[config.mk]
export PLATFORM = sky130hd
export DESIGN_NAME = ex_mem_stage
export DESIGN_NICKNAME = d
export VERILOG_FILES = /design/src/rtl/cpu_pkg.sv /design/src/rtl/branch_resolve.sv /design/src/rtl/ex_mem_stage.sv
export SDC_FILE = /design/constraint.sdc
export NUM_CORES = 1
export LEC_CHECK = 0
export CORE_ASPECT_RATIO = 1.1
export CORE_UTILIZATION = 33
export CTS_CLUSTER_DIAMETER = 40
export DETAILED_ROUTE_END_ITERATION = 12
export GPL_ROUTABILITY_DRIVEN = 0
export PLACE_DENSITY = 0.73
export SLEW_MARGIN = 20
export SYNTH_ARGS = -nofsm -noshare
export SYNTH_HDL_FRONTEND = slang
export SYNTH_SLANG_ARGS = --single-unit
[constraint.sdc]
create_clock -name clk -period 2 [get_ports clk]
set_clock_uncertainty 0.15 [all_clocks]
set_input_delay 0.4 -clock clk [delete_from_list [all_inputs] [get_ports clk]]
set_output_delay 0.4 -clock clk [all_outputs]
set_load 0.02 [all_outputs]
[src/rtl/cpu_pkg.sv]
// Shared pipeline constants and the EX/MEM control bundle.
// Imported by every stage that carries control bits down the pipe.
package cpu_pkg;

  localparam int N  = 16;  // datapath width: ALU result, store data, PC
  localparam int RA = 3;   // register-address width
  localparam int WC = 8;   // memory-wait counter width

  typedef struct packed {
    logic reg_write;
    logic mem_read;
    logic mem_write;
    logic mem_to_reg;
    logic br_eq;
    logic br_ne;
  } ctrl_t;

  localparam ctrl_t BUBBLE = '0;

  localparam logic [WC-1:0] WAIT_MAX = '1;
  localparam logic [WC-1:0] WAIT_ONE = WC'(1);

endpackage

[src/rtl/branch_resolve.sv]
// Conditional-branch decision from the captured zero flag.
// BEQ is taken on zero and BNE on non-zero, both only for a real instruction.
module branch_resolve (
  input  logic valid,
  input  logic zero,
  input  logic br_eq,
  input  logic br_ne,
  output logic taken
);

  assign taken = valid & ((br_eq & zero) | (br_ne & ~zero));

endmodule

[src/rtl/ex_mem_stage.sv]
// EX/MEM pipeline register: drives data memory, resolves branches,
// stalls the front of the pipe on memory wait, and feeds the forwarding muxes.
module ex_mem_stage
  import cpu_pkg::*;
(
  input  logic          clk,
  input  logic          rst_n,
  input  logic          ex_valid,
  input  logic [N-1:0]  ex_alu_out,
  input  logic          ex_zero,
  input  logic [N-1:0]  ex_store_data,
  input  logic [RA-1:0] ex_rd,
  input  logic          ex_reg_write,
  input  logic          ex_mem_read,
  input  logic          ex_mem_write,
  input  logic          ex_mem_to_reg,
  input  logic          ex_br_eq,
  input  logic          ex_br_ne,
  input  logic [N-1:0]  ex_pc_next,
  input  logic [N-1:0]  ex_br_offset,
  input  logic          flush_in,
  input  logic          mem_ready,
  output logic          em_valid,
  output logic [N-1:0]  em_alu_out,
  output logic [N-1:0]  em_store_data,
  output logic [RA-1:0] em_rd,
  output logic          em_reg_write,
  output logic          em_mem_to_reg,
  output logic          mem_req,
  output logic          mem_we,
  output logic          stall_out,
  output logic          br_taken,
  output logic [N-1:0]  br_target,
  output logic          fwd_valid,
  output logic [RA-1:0] fwd_rd,
  output logic [N-1:0]  fwd_data,
  output logic [WC-1:0] wait_cnt
);

  ctrl_t ex_ctrl;
  ctrl_t ctrl_q;
  logic  zero_q;

  assign ex_ctrl = '{reg_write:  ex_reg_write,
                     mem_read:   ex_mem_read,
                     mem_write:  ex_mem_write,
                     mem_to_reg: ex_mem_to_reg,
                     br_eq:      ex_br_eq,
                     br_ne:      ex_br_ne};

  // Memory handshake: mem_req is the valid and mem_ready the ready. A request
  // completes on the rising edge where both are high; until then the address,
  // store data and mem_we stay stable because the whole stage is held.
  assign mem_req   = em_valid & (ctrl_q.mem_read | ctrl_q.mem_write);
  assign mem_we    = em_valid & ctrl_q.mem_write;
  assign stall_out = mem_req & ~mem_ready;

  branch_resolve u_branch_resolve (
    .valid (em_valid),
    .zero  (zero_q),
    .br_eq (ctrl_q.br_eq),
    .br_ne (ctrl_q.br_ne),
    .taken (br_taken)
  );

  assign em_reg_write  = ctrl_q.reg_write;
  assign em_mem_to_reg = ctrl_q.mem_to_reg;

  // Loads are excluded: their data only exists after memory returns.
  assign fwd_valid = em_valid & ctrl_q.reg_write & ~ctrl_q.mem_read & (em_rd != '0);
  assign fwd_rd    = em_rd;
  assign fwd_data  = em_alu_out;

  always_ff @(posedge clk or negedge rst_n) begin
    if (!rst_n) begin
      em_valid      <= 1'b0;
      em_alu_out    <= '0;
      em_store_data <= '0;
      em_rd         <= '0;
      ctrl_q        <= BUBBLE;
      zero_q        <= 1'b0;
      br_target     <= '0;
    end else if (stall_out) begin
      em_valid <= em_valid;
    end else if (flush_in || br_taken) begin
      em_valid <= 1'b0;
      ctrl_q   <= BUBBLE;
    end else begin
      em_valid      <= ex_valid;
      em_alu_out    <= ex_alu_out;
      em_store_data <= ex_store_data;
      em_rd         <= ex_rd;
      ctrl_q        <= ex_valid ? ex_ctrl : BUBBLE;
      zero_q        <= ex_zero;
      br_target     <= ex_pc_next + ex_br_offset;
    end
  end

  always_ff @(posedge clk or negedge rst_n) begin
    if (!rst_n) begin
      wait_cnt <= '0;
    end else if (stall_out && (wait_cnt != WAIT_MAX)) begin
      wait_cnt <= wait_cnt + WAIT_ONE;
    end
  end

endmodule
==> metrics <==
proportion of layout cells with a drive suffix above 1=between 20% and 30%; transition time at the pin with the least slew margin=a little under 500 ps; library cell contributing the largest single delay on the critical path=a31oi_2; Regs by FF count=br_target x16, em_alu_out x16, em_store_data x16; average routed wire per standard cell=14.4 µm; # nets final=681; Ant. Diodes=0; count of endpoints failing hold in the final timing report=0; Global Route Usage Sum=between 10% and 20%; die boundary width=about 100 µm; chip height=110 µm; area delta synth->final=75.9%; highest fanout seen on the critical path=5; number of nets produced by synthesis=~480; number of top-level pins=between 150 and 200; pin count of the biggest net entering global routing=27; clock latency reported for the late side of the worst-skew pair=around 340 ps; initial antenna violation count=0; outcome=finished, violations left; maximum number of buffers from clock root to sink=2; number of core rows=38; failing checks=setup timing; leading cell type in the layout, fill and taps excluded=nand2_1; mean number of vias per cell=4.70; Setup-failing EPs final=1; synthesized instance count=roughly 380; slowest stage delay, CP=300 ps; total buffers and inverters traversed by the critical path=2; worst min path class=primary input to register; crit share post-route=103%; capturing element type of the critical path=register; post-detailed-routing wire length=about 11 mm; via count of the first global-routing pass=about 3,500; Crit Path Class=primary input to register; synthesized flop and latch total=between 60 and 70; first-pass GRT wire length=between 15 and 20 mm; post-synthesis cell area=~3500 µm²; I/O Buffers=about 160; post-synthesis average cell area=~9.1 µm²; Synth warnings=0; hold slack final=203 ps; vias post-DR=~3,400; commonest non-fill, non-tap cells in the layout=136 x nand2_1, 123 x clkdlybuf4s50_1, 67 x dfrtp_1; Top Family by Delay on Critical Path=compound AO/OA/AOI/OAI gates; fin cells=730; sequence of cells on the critical path=dlygate4sd2_1, ha_4, buf_4, o211ai_1, o21ai_0, a31oi_2, o41ai_4, nor4_2, nor3b_1; DRC Markers=0; data arrival time of the worst path=~2100 ps; Initial Util=about a third; power per unit of standard cell area=between 700 and 800 nW/µm²; Async SR Flop Fraction=100%; number of max-slew violations in the final report=0; total die area=roughly 11,000 µm²; fraction of the core area covered by cells at the end of the flow=a little over 60%; count of TritonRoute iterations in the first routing pass=4; clock transition at the register clock pins on the worst setup and hold paths after CTS=around 80 ps; Static Leakage=2.90 nW; worst path required time=2080 ps; post-layout minimum cycle time=2060 ps; total design power=between 4 and 5 mW; share of synthesized area occupied by flip-flops and latches=around 48%; type of element launching the critical path=primary input; count of unique library cells instantiated by Yosys=49; DP HPWL=~7.8 mm; violation count after the first detailed-routing iteration=100; # Max-Cap Violations=0; Final WS setup=-60.4 ps; clock buffers created by TritonCTS=9; final total negative setup slack=-60.4 ps; Antenna Nets Post-Route=0; CTS root buffer=clkbuf_8; H-Tree Level Count=3; worst-case headroom to the max-slew limit=between 60% and 70%; count of placed standard cells including taps=around 710; number of flops mapped to enable cells by yosys=0; achievable frequency=between 0.4 and 0.5 GHz; Clock Sink Count=67; VDD IR-drop max=370 µV; total core area=10,000 µm²; global route total overflow=0; top_reg_cell synth=dfrtp_1; RSZ-0062 raised after global routing=yes; clock tree from TritonCTS=done
==> cells by family (layout without fill, tap and decap cells) <==
logic type      count (synthesis)  in the layout  share of synthesized area [%]
flops                          67             67                           48.3
simple gates                  174            174                           21.3
mux                             2              2                          0.613
fa+ha+maj                      17             17                           6.34
buf+inv                        38            247                           6.38
compound gates                 67             67                           13.0
xor+xnor                       16             16                           4.04
==> final cells by class <==
type                       instances  area, µm²
fill                             838       3930
tap                              140        175
clock buffer                      10        128
multi-input combinational        276       1920
sequential                        67       1680
inverter                           5       18.8
timing repair buffer             226       2110
clock inverter                     6       80.1
==> per-layer routing <==
| layer | wire length [µm] | vias to the layer above | track usage [%] |
|---|---|---|---|
| met5 | 0 | - | 0 |
| met2 | 5640 | 124 | 35.8 |
| met3 | 509 | 10 | 3.94 |
| li1 | - | 1681 | - |
| met1 | 4250 | 1619 | 22.4 |
| met4 | 129 | 0 | 7.25 |
==> where the power goes <==
group | total [mW] | switching, mW | internal (mW)
logic | 1.70 | 0.836 | 0.860
clock network | 1.20 | 0.509 | 0.694
registers | 1.68 | 0.144 | 1.54
==> worst min-delay path, cell delays in order <==
cell,delay (ps)
buf_6,70
ha_4,110
nand2_1,40
nand2_1,40
==> final timing paths <==
path | from | end | slack [ps] | depth (start not counted)
max | ex_pc_next[8] | br_target[14] | -60 | 9
min | ex_br_offset[0] | br_target[0] | 200 | 4
max reg2reg | em_valid | br_target[8] | 160 | 6
min reg2reg | em_store_data[15] | em_store_data[15] | 330 | 2
max in group asynchronous | rst_n | em_alu_out[9] | 780 | 3
min in group asynchronous | rst_n | em_store_data[10] | 400 | 2
==> cell usage after synthesis (2+ instances only) <==
cell | n | area, µm²
a211oi_1 | 3 | 22.5
a21o_1 | 2 | 15.0
a21oi_1 | 11 | 55.1
a22o_1 | 6 | 52.6
a311oi_1 | 2 | 17.5
a31oi_1 | 4 | 25.0
and2_1 | 2 | 12.5
and3_1 | 4 | 25.0
buf_2 | 6 | 30.0
buf_4 | 19 | 143
clkbuf_1 | 8 | 30.0
dfrtp_1 | 67 | 1680
ha_1 | 16 | 200
inv_1 | 3 | 11.3
inv_2 | 2 | 7.51
nand2_1 | 139 | 522
nand3_1 | 2 | 10.0
nand4_1 | 5 | 31.3
nor2_1 | 5 | 18.8
nor2b_1 | 2 | 12.5
nor3_1 | 5 | 25.0
nor3b_1 | 2 | 15.0
o211ai_1 | 2 | 15.0
o21a_1 | 3 | 22.5
o21ai_0 | 7 | 35.0
o21ai_1 | 12 | 60.1
o21bai_1 | 3 | 22.5
o31ai_1 | 4 | 30.0
xnor2_1 | 10 | 87.6
xor2_1 | 6 | 52.6
==> stage by stage <==
step	area (µm²)	setup slack, ps
after floorplan	3590	-35.7
after global placement	5620	-656
after detailed placement	5620	-770
after CTS	6010	-6.18
after global routing	6110	-128
final	6110	-60.4
==> what timing repair did <==
| action | in CTS | in global routing |
|---|---|---|
| endpoints found under the setup margin | 16 | 62 |
| hold endpoints to repair | 17 | 0 |
| cloned | 0 | 0 |
| hold buffers | 1 | 0 |
| buffers inserted | 5 | 3 |
| pin swaps | 23 | 20 |
| gates resized for setup | 67 | 31 |
Note: power is estimated with default switching activity, not from simulation.
